<file path="config.mk">
export PLATFORM = sky130hd
export DESIGN_NAME = muldiv_unit_flat
export DESIGN_NICKNAME = d
export VERILOG_FILES = /design/src/rtl/muldiv_unit_if.sv /design/src/rtl/muldiv_unit.sv /design/src/flat_wrapper.sv
export SDC_FILE = /design/constraint.sdc
export NUM_CORES = 1
export LEC_CHECK = 0
export BUFFER_PORTS_ARGS = -buffer_cell sky130_fd_sc_hd__buf_2
export CAP_MARGIN = 20
export CELL_PAD_IN_SITES_DETAIL_PLACEMENT = 0
export CELL_PAD_IN_SITES_GLOBAL_PLACEMENT = 1
export CORE_MARGIN = 4
export CORE_UTILIZATION = 35
export CTS_CLUSTER_DIAMETER = 30
export DETAILED_ROUTE_END_ITERATION = 10
export PLACE_DENSITY_LB_ADDON = 0.1
export REMOVE_ABC_BUFFERS = 1
export SYNTH_ARGS = -nofsm -noshare
export SYNTH_HDL_FRONTEND = slang
export SYNTH_SLANG_ARGS = --single-unit
export TNS_END_PERCENT = 1
</file>
<file path="constraint.sdc">
create_clock -name clk -period 7.62 [get_ports clk]
set_input_delay 0.381 -clock clk [delete_from_list [all_inputs] [get_ports clk]]
set_output_delay 0.381 -clock clk [all_outputs]
set_load 0.05 [all_outputs]
</file>
<file path="src/rtl/muldiv_unit_if.sv">
// Multiply/divide unit request and result bus.
interface muldiv_unit_if #(
  parameter int WIDTH = 32
);
  logic             start;
  logic [1:0]       op;
  logic [WIDTH-1:0] srca;
  logic [WIDTH-1:0] srcb;
  logic             cancel;
  logic             hiwrite;
  logic             lowrite;
  logic [WIDTH-1:0] wdata;
  logic             busy;
  logic             done;
  logic [WIDTH-1:0] hi;
  logic [WIDTH-1:0] lo;

  modport master (
    output start, op, srca, srcb, cancel, hiwrite, lowrite, wdata,
    input  busy, done, hi, lo
  );

  modport slave (
    input  start, op, srca, srcb, cancel, hiwrite, lowrite, wdata,
    output busy, done, hi, lo
  );
endinterface

</file>
<file path="src/rtl/muldiv_unit.sv">
// Iterative radix-2 multiply/divide unit with HI/LO result registers.
// Multiplies use shift-add and divides use restoring division, both on
// operand magnitudes; the signs are applied in a final FIX cycle.
module muldiv_unit #(
  parameter int WIDTH = 32
) (
  input  logic           clk,
  input  logic           reset,
  muldiv_unit_if.slave   bus
);

  typedef enum logic [1:0] {
    IDLE,
    RUN,
    FIX
  } state_t;

  localparam int CW = $clog2(WIDTH);
  localparam logic [CW-1:0] LAST = CW'(WIDTH - 1);

  state_t             state, state_nxt;
  logic [CW-1:0]      count;
  logic [2*WIDTH-1:0] acc;       // mult: {partial, multiplier}; div: {rem, quot}
  logic [WIDTH-1:0]   opb;       // multiplicand or divisor magnitude
  logic               is_div;
  logic               neg_q;     // product / quotient negative
  logic               neg_r;     // remainder negative (dividend sign)
  logic               div_zero;
  logic [WIDTH-1:0]   hi_q, lo_q;
  logic               done_q;

  logic               sgn, a_neg, b_neg;
  logic [WIDTH-1:0]   a_mag, b_mag;
  logic [WIDTH:0]     mul_sum;
  logic [WIDTH:0]     shl;
  logic               div_ge;
  logic [WIDTH-1:0]   rem_sub;
  logic [2*WIDTH-1:0] step_acc;
  logic [2*WIDTH-1:0] prod;
  logic [WIDTH-1:0]   quot, rem;
  logic [WIDTH-1:0]   res_hi, res_lo;

  // Operand sign stripping for signed ops
  always_comb begin
    sgn   = ~bus.op[0];
    a_neg = sgn & bus.srca[WIDTH-1];
    b_neg = sgn & bus.srcb[WIDTH-1];
    a_mag = a_neg ? -bus.srca : bus.srca;
    b_mag = b_neg ? -bus.srcb : bus.srcb;
  end

  // One radix-2 iteration: shift-add multiply or restoring divide step
  always_comb begin
    mul_sum  = {1'b0, acc[2*WIDTH-1:WIDTH]} + (acc[0] ? {1'b0, opb} : '0);
    shl      = {acc[2*WIDTH-1:WIDTH], acc[WIDTH-1]};
    div_ge   = shl >= {1'b0, opb};
    rem_sub  = shl[WIDTH-1:0] - opb;
    if (is_div) begin
      step_acc = div_ge ? {rem_sub, acc[WIDTH-2:0], 1'b1}
                        : {shl[WIDTH-1:0], acc[WIDTH-2:0], 1'b0};
    end else begin
      step_acc = {mul_sum, acc[WIDTH-1:1]};
    end
  end

  // Sign correction of the finished magnitude result.
  // Divide-by-zero leaves the dividend magnitude as remainder, so restoring
  // the dividend sign yields srca unchanged; only the quotient is forced.
  always_comb begin
    prod = neg_q ? -acc : acc;
    quot = acc[WIDTH-1:0];
    rem  = acc[2*WIDTH-1:WIDTH];
    if (is_div) begin
      res_lo = div_zero ? '1 : (neg_q ? -quot : quot);
      res_hi = neg_r ? -rem : rem;
    end else begin
      res_lo = prod[WIDTH-1:0];
      res_hi = prod[2*WIDTH-1:WIDTH];
    end
  end

  // State register
  always_ff @(posedge clk) begin
    if (!reset) state <= IDLE;
    else        state <= state_nxt;
  end

  // Next-state logic
  always_comb begin
    state_nxt = state;
    unique case (state)
      IDLE: if (bus.start && !bus.cancel) state_nxt = RUN;
      RUN: begin
        if (bus.cancel)         state_nxt = IDLE;
        else if (count == LAST) state_nxt = FIX;
      end
      FIX:     state_nxt = IDLE;
      default: state_nxt = IDLE;
    endcase
  end

  // Operand latch, iteration datapath and HI/LO registers
  always_ff @(posedge clk) begin
    if (!reset) begin
      count    <= '0;
      acc      <= '0;
      opb      <= '0;
      is_div   <= 1'b0;
      neg_q    <= 1'b0;
      neg_r    <= 1'b0;
      div_zero <= 1'b0;
      hi_q     <= '0;
      lo_q     <= '0;
      done_q   <= 1'b0;
    end else begin
      done_q <= 1'b0;
      unique case (state)
        IDLE: begin
          if (bus.hiwrite) hi_q <= bus.wdata;
          if (bus.lowrite) lo_q <= bus.wdata;
          if (bus.start && !bus.cancel) begin
            is_div   <= bus.op[1];
            neg_q    <= a_neg ^ b_neg;
            neg_r    <= a_neg;
            div_zero <= (bus.srcb == '0);
            count    <= '0;
            opb      <= bus.op[1] ? b_mag : a_mag;
            acc      <= {{WIDTH{1'b0}}, (bus.op[1] ? a_mag : b_mag)};
          end
        end
        RUN: begin
          if (!bus.cancel) begin
            acc   <= step_acc;
            count <= count + CW'(1);
          end
        end
        FIX: begin
          if (!bus.cancel) begin
            hi_q   <= res_hi;
            lo_q   <= res_lo;
            done_q <= 1'b1;
          end
        end
        default: ;
      endcase
    end
  end

  assign bus.busy = (state != IDLE);
  assign bus.done = done_q;
  assign bus.hi   = hi_q;
  assign bus.lo   = lo_q;

endmodule

</file>
<file path="src/flat_wrapper.sv">
// flat-port wrapper written by rule: the top's interface ports become plain ports
module muldiv_unit_flat 
#(
  parameter int WIDTH = 32
)
  (clk, reset, bus_start, bus_op, bus_srca, bus_srcb, bus_cancel, bus_hiwrite, bus_lowrite, bus_wdata, bus_busy, bus_done, bus_hi, bus_lo);
  muldiv_unit_if #(.WIDTH(WIDTH)) bus_i ();
  input  logic clk;
  input  logic reset;
  input wire logic [$bits(bus_i.start)-1:0] bus_start;
  input wire logic [$bits(bus_i.op)-1:0] bus_op;
  input wire logic [$bits(bus_i.srca)-1:0] bus_srca;
  input wire logic [$bits(bus_i.srcb)-1:0] bus_srcb;
  input wire logic [$bits(bus_i.cancel)-1:0] bus_cancel;
  input wire logic [$bits(bus_i.hiwrite)-1:0] bus_hiwrite;
  input wire logic [$bits(bus_i.lowrite)-1:0] bus_lowrite;
  input wire logic [$bits(bus_i.wdata)-1:0] bus_wdata;
  output wire logic [$bits(bus_i.busy)-1:0] bus_busy;
  output wire logic [$bits(bus_i.done)-1:0] bus_done;
  output wire logic [$bits(bus_i.hi)-1:0] bus_hi;
  output wire logic [$bits(bus_i.lo)-1:0] bus_lo;
  assign bus_i.start = bus_start;
  assign bus_i.op = bus_op;
  assign bus_i.srca = bus_srca;
  assign bus_i.srcb = bus_srcb;
  assign bus_i.cancel = bus_cancel;
  assign bus_i.hiwrite = bus_hiwrite;
  assign bus_i.lowrite = bus_lowrite;
  assign bus_i.wdata = bus_wdata;
  assign bus_busy = bus_i.busy;
  assign bus_done = bus_i.done;
  assign bus_hi = bus_i.hi;
  assign bus_lo = bus_i.lo;
  muldiv_unit #(.WIDTH(WIDTH)) u_core (.clk(clk), .reset(reset), .bus(bus_i));
endmodule
</file>
Yosys cells after proc, flatten, opt, wreduce, memory -nomap -nowiden

Cells that the tools add are included.

Eq/ne operators: 9
Magnitude comparators: 1
Mux-type cells: 30
Bitwise logic cells: 4
Add/sub/neg operators: 8
Reductions and logical operators: 13

Operators by type and width:

| kind                  | number |
|---|---|
| $mux W32              | 14 |
| $mux W64              | 5 |
| $neg A32 Y32          | 4 |
| $pmux W32 S2          | 2 |
| $pmux W64 S2          | 1 |
| $neg A64 Y64          | 1 |
| $add A32 B33 Y33      | 1 |
| $ge A33 B32 Y1        | 1 |
| $logic_not A32 Y1     | 1 |
| $sub A32 B32 Y32      | 1 |
| $mux W5               | 2 |
| $pmux W5 S2           | 1 |
| $reduce_and A3 Y1     | 3 |
| $ne A2 B2 Y1 const B  | 4 |
| $mux W2               | 3 |
| $reduce_and A2 Y1     | 3 |
| $reduce_bool A2 Y1    | 3 |
| $add A5 B1 Y5 const B | 1 |
| $eq A5 B5 Y1 const B  | 1 |
| $pmux W2 S2           | 1 |
| $ne A3 B2 Y1 const B  | 1 |
| $and A1 B1 Y1         | 2 |
| $eq A2 B1 Y1 const B  | 1 |
| $eq A2 B2 Y1 const B  | 1 |
| other kinds (7)       | 7 |

Input port bits: 104
Register bits: 172

Depth between registers and ports, before layout

Depth in word-level cells: 6
Gate-level depth with buffers: 15
Gate-level depth less buffers: 13

Least setup slack after synthesis

No wires, ideal clock.

Path type: register to register
Start: register u_core.acc[0]
End: register u_core.hi_q[16], in the netlist u_core.bus.hi[16]
Data arrival time: 3.005 ns
Cell stages (with the launch flop): 13
Library setup time: 0.087 ns
Path buffers: 1
Required time: 7.533 ns
Path slack: 4.528 ns
Period minus slack after synthesis: 3.092 ns
Path through: dfxtp_1 -> inv_1 -> buf_1 -> ha_1 -> or3b_2 -> nor4_1 -> nand3_2 -> o21ai_4 -> nand2_2 -> o31ai_2 -> xnor2_1 -> nor2_1 -> o31ai_1

Longest elaborated chain between the ends: 5

Ends and longest elaborated chain:

| element                | RTL line           | text |
|---|---|---|
| start, declared        | muldiv_unit.sv:23  | `logic [2*WIDTH-1:0] acc;` |
| start signal, assigned | muldiv_unit.sv:128 | `acc <= {{WIDTH{1'b0}}, (bus.op[1] ? a_mag : b_mag)};` |
| start signal, assigned | muldiv_unit.sv:133 | `acc <= step_acc;` |
| $neg A64 Y64           | muldiv_unit.sv:70  | `prod = neg_q ? -acc : acc;` |
| $mux W64               | muldiv_unit.sv:70  |  |
| $mux W32               | muldiv_unit.sv:73  | `if (is_div) begin` |
| $mux W32               | muldiv_unit.sv:138 | `if (!bus.cancel) begin` |
| $pmux W32 S2           | muldiv_unit.sv:117 | `unique case (state)` |
| end signal, assigned   | muldiv_unit.sv:119 | `if (bus.hiwrite) hi_q <= bus.wdata;` |
| end signal, assigned   | muldiv_unit.sv:139 | `hi_q <= res_hi;` |
| end, declared          | muldiv_unit.sv:29  | `logic [WIDTH-1:0] hi_q, lo_q;` |

No other way between the ends. The select of a mux whose other input is x is not followed.
A chain may end at the register's enable or synchronous reset.

Worst setup path in the final report

Start: register u_core.acc[0]
End: register u_core.acc[58]

Longest elaborated chain between the ends: 5

Ends and longest elaborated chain:

| element          | RTL line           | text |
|---|---|---|
| $mux W32         | muldiv_unit.sv:54  | `mul_sum = {1'b0, acc[2*WIDTH-1:WIDTH]} + (acc[0] ? {1'b0, opb} : '0);` |
| $add A32 B33 Y33 | muldiv_unit.sv:54  |  |
| $mux W64         | muldiv_unit.sv:58  | `if (is_div) begin` |
| $mux W64         | muldiv_unit.sv:132 | `if (!bus.cancel) begin` |
| $pmux W64 S2     | muldiv_unit.sv:117 |  |

No other way between the ends. The select of a mux whose other input is x is not followed.

==> run summary <==
Outcome -> finished, final reports clean
Overflow after GRT -> 0
Final instance area -> 16,300 sq um
Cell Area, Synth -> 14,500 sq um
Clk Latency, worst-skew pair -> 0.47 ns
CP endpoint kind -> flip-flop
Total power per unit cell area -> 168 nW/um^2
WL/cell -> 23.4 microns
Port bufs -> 169
Sum Neg Setup Slack -> 0 ns
GRT Total Usage -> 0.262
Final worst-path cycle share -> 0.554
Area Overhead vs Synth -> 12.6%
Largest net degree at the start of global routing -> 75
Core area -> 40,800 sq um
Max VDD drop -> 0.000121 V
Initial Util -> 0.355
RSZ-0062 raised after global routing -> no
Cells after Synth -> 1,963
Type of the worst min-delay path -> primary input to flip-flop
Vias in the first global route -> 14,400
FF/Latch Area -> 3450 sq um
Critical path class -> flip-flop to flip-flop
Sequential share of power -> 0.368
Ratio of cells with drive above 1 in the final layout -> 0.136
Routed Antenna Nets -> 0
Combinational share of power -> 0.301
Pleak -> 0.00661 uW
CTS Buffer Depth -> 2
Switching part of the total power -> 0.383
Internal -> 1690 uW
Total die area -> 44,700 sq um
Root buffer cell -> clkbuf_16
Synth top area share -> 0.238
Yosys cell types -> 82
Post-DR vias/cell -> 5.91
Clk pwr share -> 0.331
Post-CTS sizing -> 0
First-pass GRT wire length -> 90,900 microns
Final setup vio count -> 0
Drt first pass iters -> 5
Synth top area cells -> dfxtp_1, a21oi_1, xnor2_1, ha_1, o21ai_0
YS warnings -> 0
Die outline height -> 211 microns
Die width -> 211 microns
CP Cell Sequence -> inv_1, buf_4, nor2_1, ha_1, a211oi_1, o21ai_0, o2111ai_1, a21oi_1, nor4bb_1, nor2_1, a211oi_1, xnor2_1, a221o_1
Clock tree from TritonCTS -> done
Reg clk slew, reported paths -> 0.08 ns
Hold-fix buffers, CTS -> 0
Critical path arrival -> 4.56 ns
Sw power -> 1050 uW
Sequential area share after synthesis -> 0.238
Postcts setup bufs -> 0
Initial antenna violation count -> 3
Final Non-Filler Cells -> 2,600
Final hold vios -> 0
Placed Area -> 15,700 sq um
Multi-input gate area -> 10,300 sq um
Minimum clock period -> 4.22 ns
Max Freq -> 237 MHz
CP max FO -> 31
Post-route setup slack -> 3.40 ns
Setup slack at placement -> 3.47 ns
Main synth FF type -> dfxtp_1
Syn avg cell area -> 7.38 sq um
NumNets Final -> 2,230
Placed cells -> 2,565
H-tree depth -> 4
RD Place Congestion -> 0.903
Fin Clk Skew -> 0.0168 ns
Worst slew pin tran -> 1.08 ns
Hpwl dp -> 46,700 microns
CP startpoint kind -> flip-flop
Num CTS Buffers -> 17
DRC -> 0
Slew HR -> 0.279
DR iter-0 viols -> 1,217
Number of flops mapped to enable cells by yosys -> 0
# rows -> 74
Layout filler cell count -> 4,369
Worst Path Required -> 7.97 ns
Drt total wl -> 60,800 microns
Max incr delay on CP -> 0.49 ns
Max_cap viols -> 0
Routed vias -> 15,400
# IOs -> 170
Slowest cell on the critical path -> nor4bb_1
Share of flip-flops with an asynchronous set or reset -> 0
Yosys top cell by area -> dfxtp_1
Max-slew violations -> 0
#FFs+latches synth -> 172
Clk sinks -> 172
## metal layers
metal,routed length [microns],track usage,up-vias
met4,1210,0.0566,2
li1,-,-,7360
met3,3470,0.0376,66
met2,27800,0.427,511
met1,28300,0.371,7429
met5,13,0,-
## critical path, delay by kind of cell (launching register included)
family	cells	cell delay, ns
compound gates	6	1.79
xor+xnor	1	0.12
fa+ha+maj	1	0.26
buf+inv	2	0.71
flops	1	0.37
simple gates	3	0.83
## registers in the layout, indices dropped and copies added (netlist names)
name and count:
u_core.acc 64, u_core.bus.hi 32, u_core.bus.lo 32, u_core.opb 32, u_core.count 5, u_core.state 2, u_core.bus.done 1, u_core.div_zero 1
u_core.is_div 1, u_core.neg_q 1, u_core.neg_r 1
## per-stage QoR
| step | util | power, uW | hold slack [ns] |
|---|---|---|---|
| CTS | 0.399 | 2740 | 0.167 |
| finish | 0.399 | 2730 | 0.188 |
| global placement | 0.385 | 1840 | 0.437 |
| floorplan | - | 1550 | 0.432 |
| detailed placement | 0.385 | 1840 | 0.443 |
| global route | 0.399 | 2850 | 0.170 |
## worst paths after layout
path	start	end	slack, ns	cells past startpoint
setup / recovery	u_core.acc[0]$_SDFFE_PN0P_	u_core.acc[58]$_SDFFE_PN0P_	3.40	13
hold / removal	bus_wdata[11]	u_core.bus.hi[11]$_SDFFE_PN0P_	0.19	3
setup reg to reg	u_core.acc[0]$_SDFFE_PN0P_	u_core.acc[58]$_SDFFE_PN0P_	3.40	13
hold reg to reg	u_core.bus.lo[2]$_SDFFE_PN0P_	u_core.bus.lo[2]$_SDFFE_PN0P_	0.45	2
## cell usage after synthesis, types with 13 or more instances
master	instances
a21oi_1	225
nand2b_1	20
nor2b_1	13
nand2_1	184
and3_1	14
a21o_1	29
o21ai_0	155
a211oi_1	34
xnor2_1	105
dfxtp_1	172
nor3_1	44
inv_1	67
nor4_1	17
nand3_1	43
o211ai_1	39
clkbuf_1	108
o221ai_1	26
a31oi_1	19
o21a_1	13
o41ai_1	13
xor2_1	71
or4_1	14
mux2i_1	51
nand4_1	18
nor2_1	180
ha_1	70
o31ai_1	33
## cells in the final DEF (no fill, tap or decap), drive strengths merged, types with 14 or more instances in the layout
| cell | n |
|---|---|
| nand3 | 44 |
| o211ai | 39 |
| ha | 70 |
| nor3 | 44 |
| nor2 | 180 |
| o221ai | 26 |
| xor2 | 71 |
| inv | 74 |
| or4 | 18 |
| o31ai | 34 |
| dfxtp | 172 |
| a21oi | 225 |
| a211oi | 34 |
| o41ai | 15 |
| nand2b | 20 |
| nor4 | 17 |
| and3 | 14 |
| clkbuf | 19 |
| buf | 199 |
| nand2 | 185 |
| mux2i | 51 |
| xnor2 | 105 |
| o21ai | 158 |
| a21o | 29 |
| a31oi | 19 |
| nand4 | 18 |
## power by group through the flow
stage | clock network [uW] | registers (uW) | logic [uW]
after floorplan | 0 | 1090 | 459
after global placement | 0 | 1020 | 816
after detailed placement | 0 | 1020 | 814
after CTS | 915 | 1000 | 817
after global routing | 948 | 1010 | 888
final | 904 | 1000 | 823
## cell type report
cell class	instances	area share
antenna	1	0.000153
clock inverter	13	0.00790
inverter	68	0.0157
tap	532	0.0408
clock buffer	19	0.0266
timing repair buffer	199	0.0655
multi-input combinational	1596	0.632
sequential	172	0.211
## cells by family (layout without fill, tap and decap cells)
logic type / count (synthesis) / in the layout / synth area share
multiplexers: 63 / 63 / 0.0446
AO/OA/AOI/OAI: 686 / 686 / 0.300
XOR/XNOR: 176 / 176 / 0.106
buffers and inverters: 195 / 299 / 0.0534
AND/OR/NAND/NOR: 599 / 599 / 0.195
adder cells (fa/ha/maj): 72 / 72 / 0.0632
flip-flops: 172 / 172 / 0.238
other: 0 / 1 / 0
(Power assumes the default switching activity.)
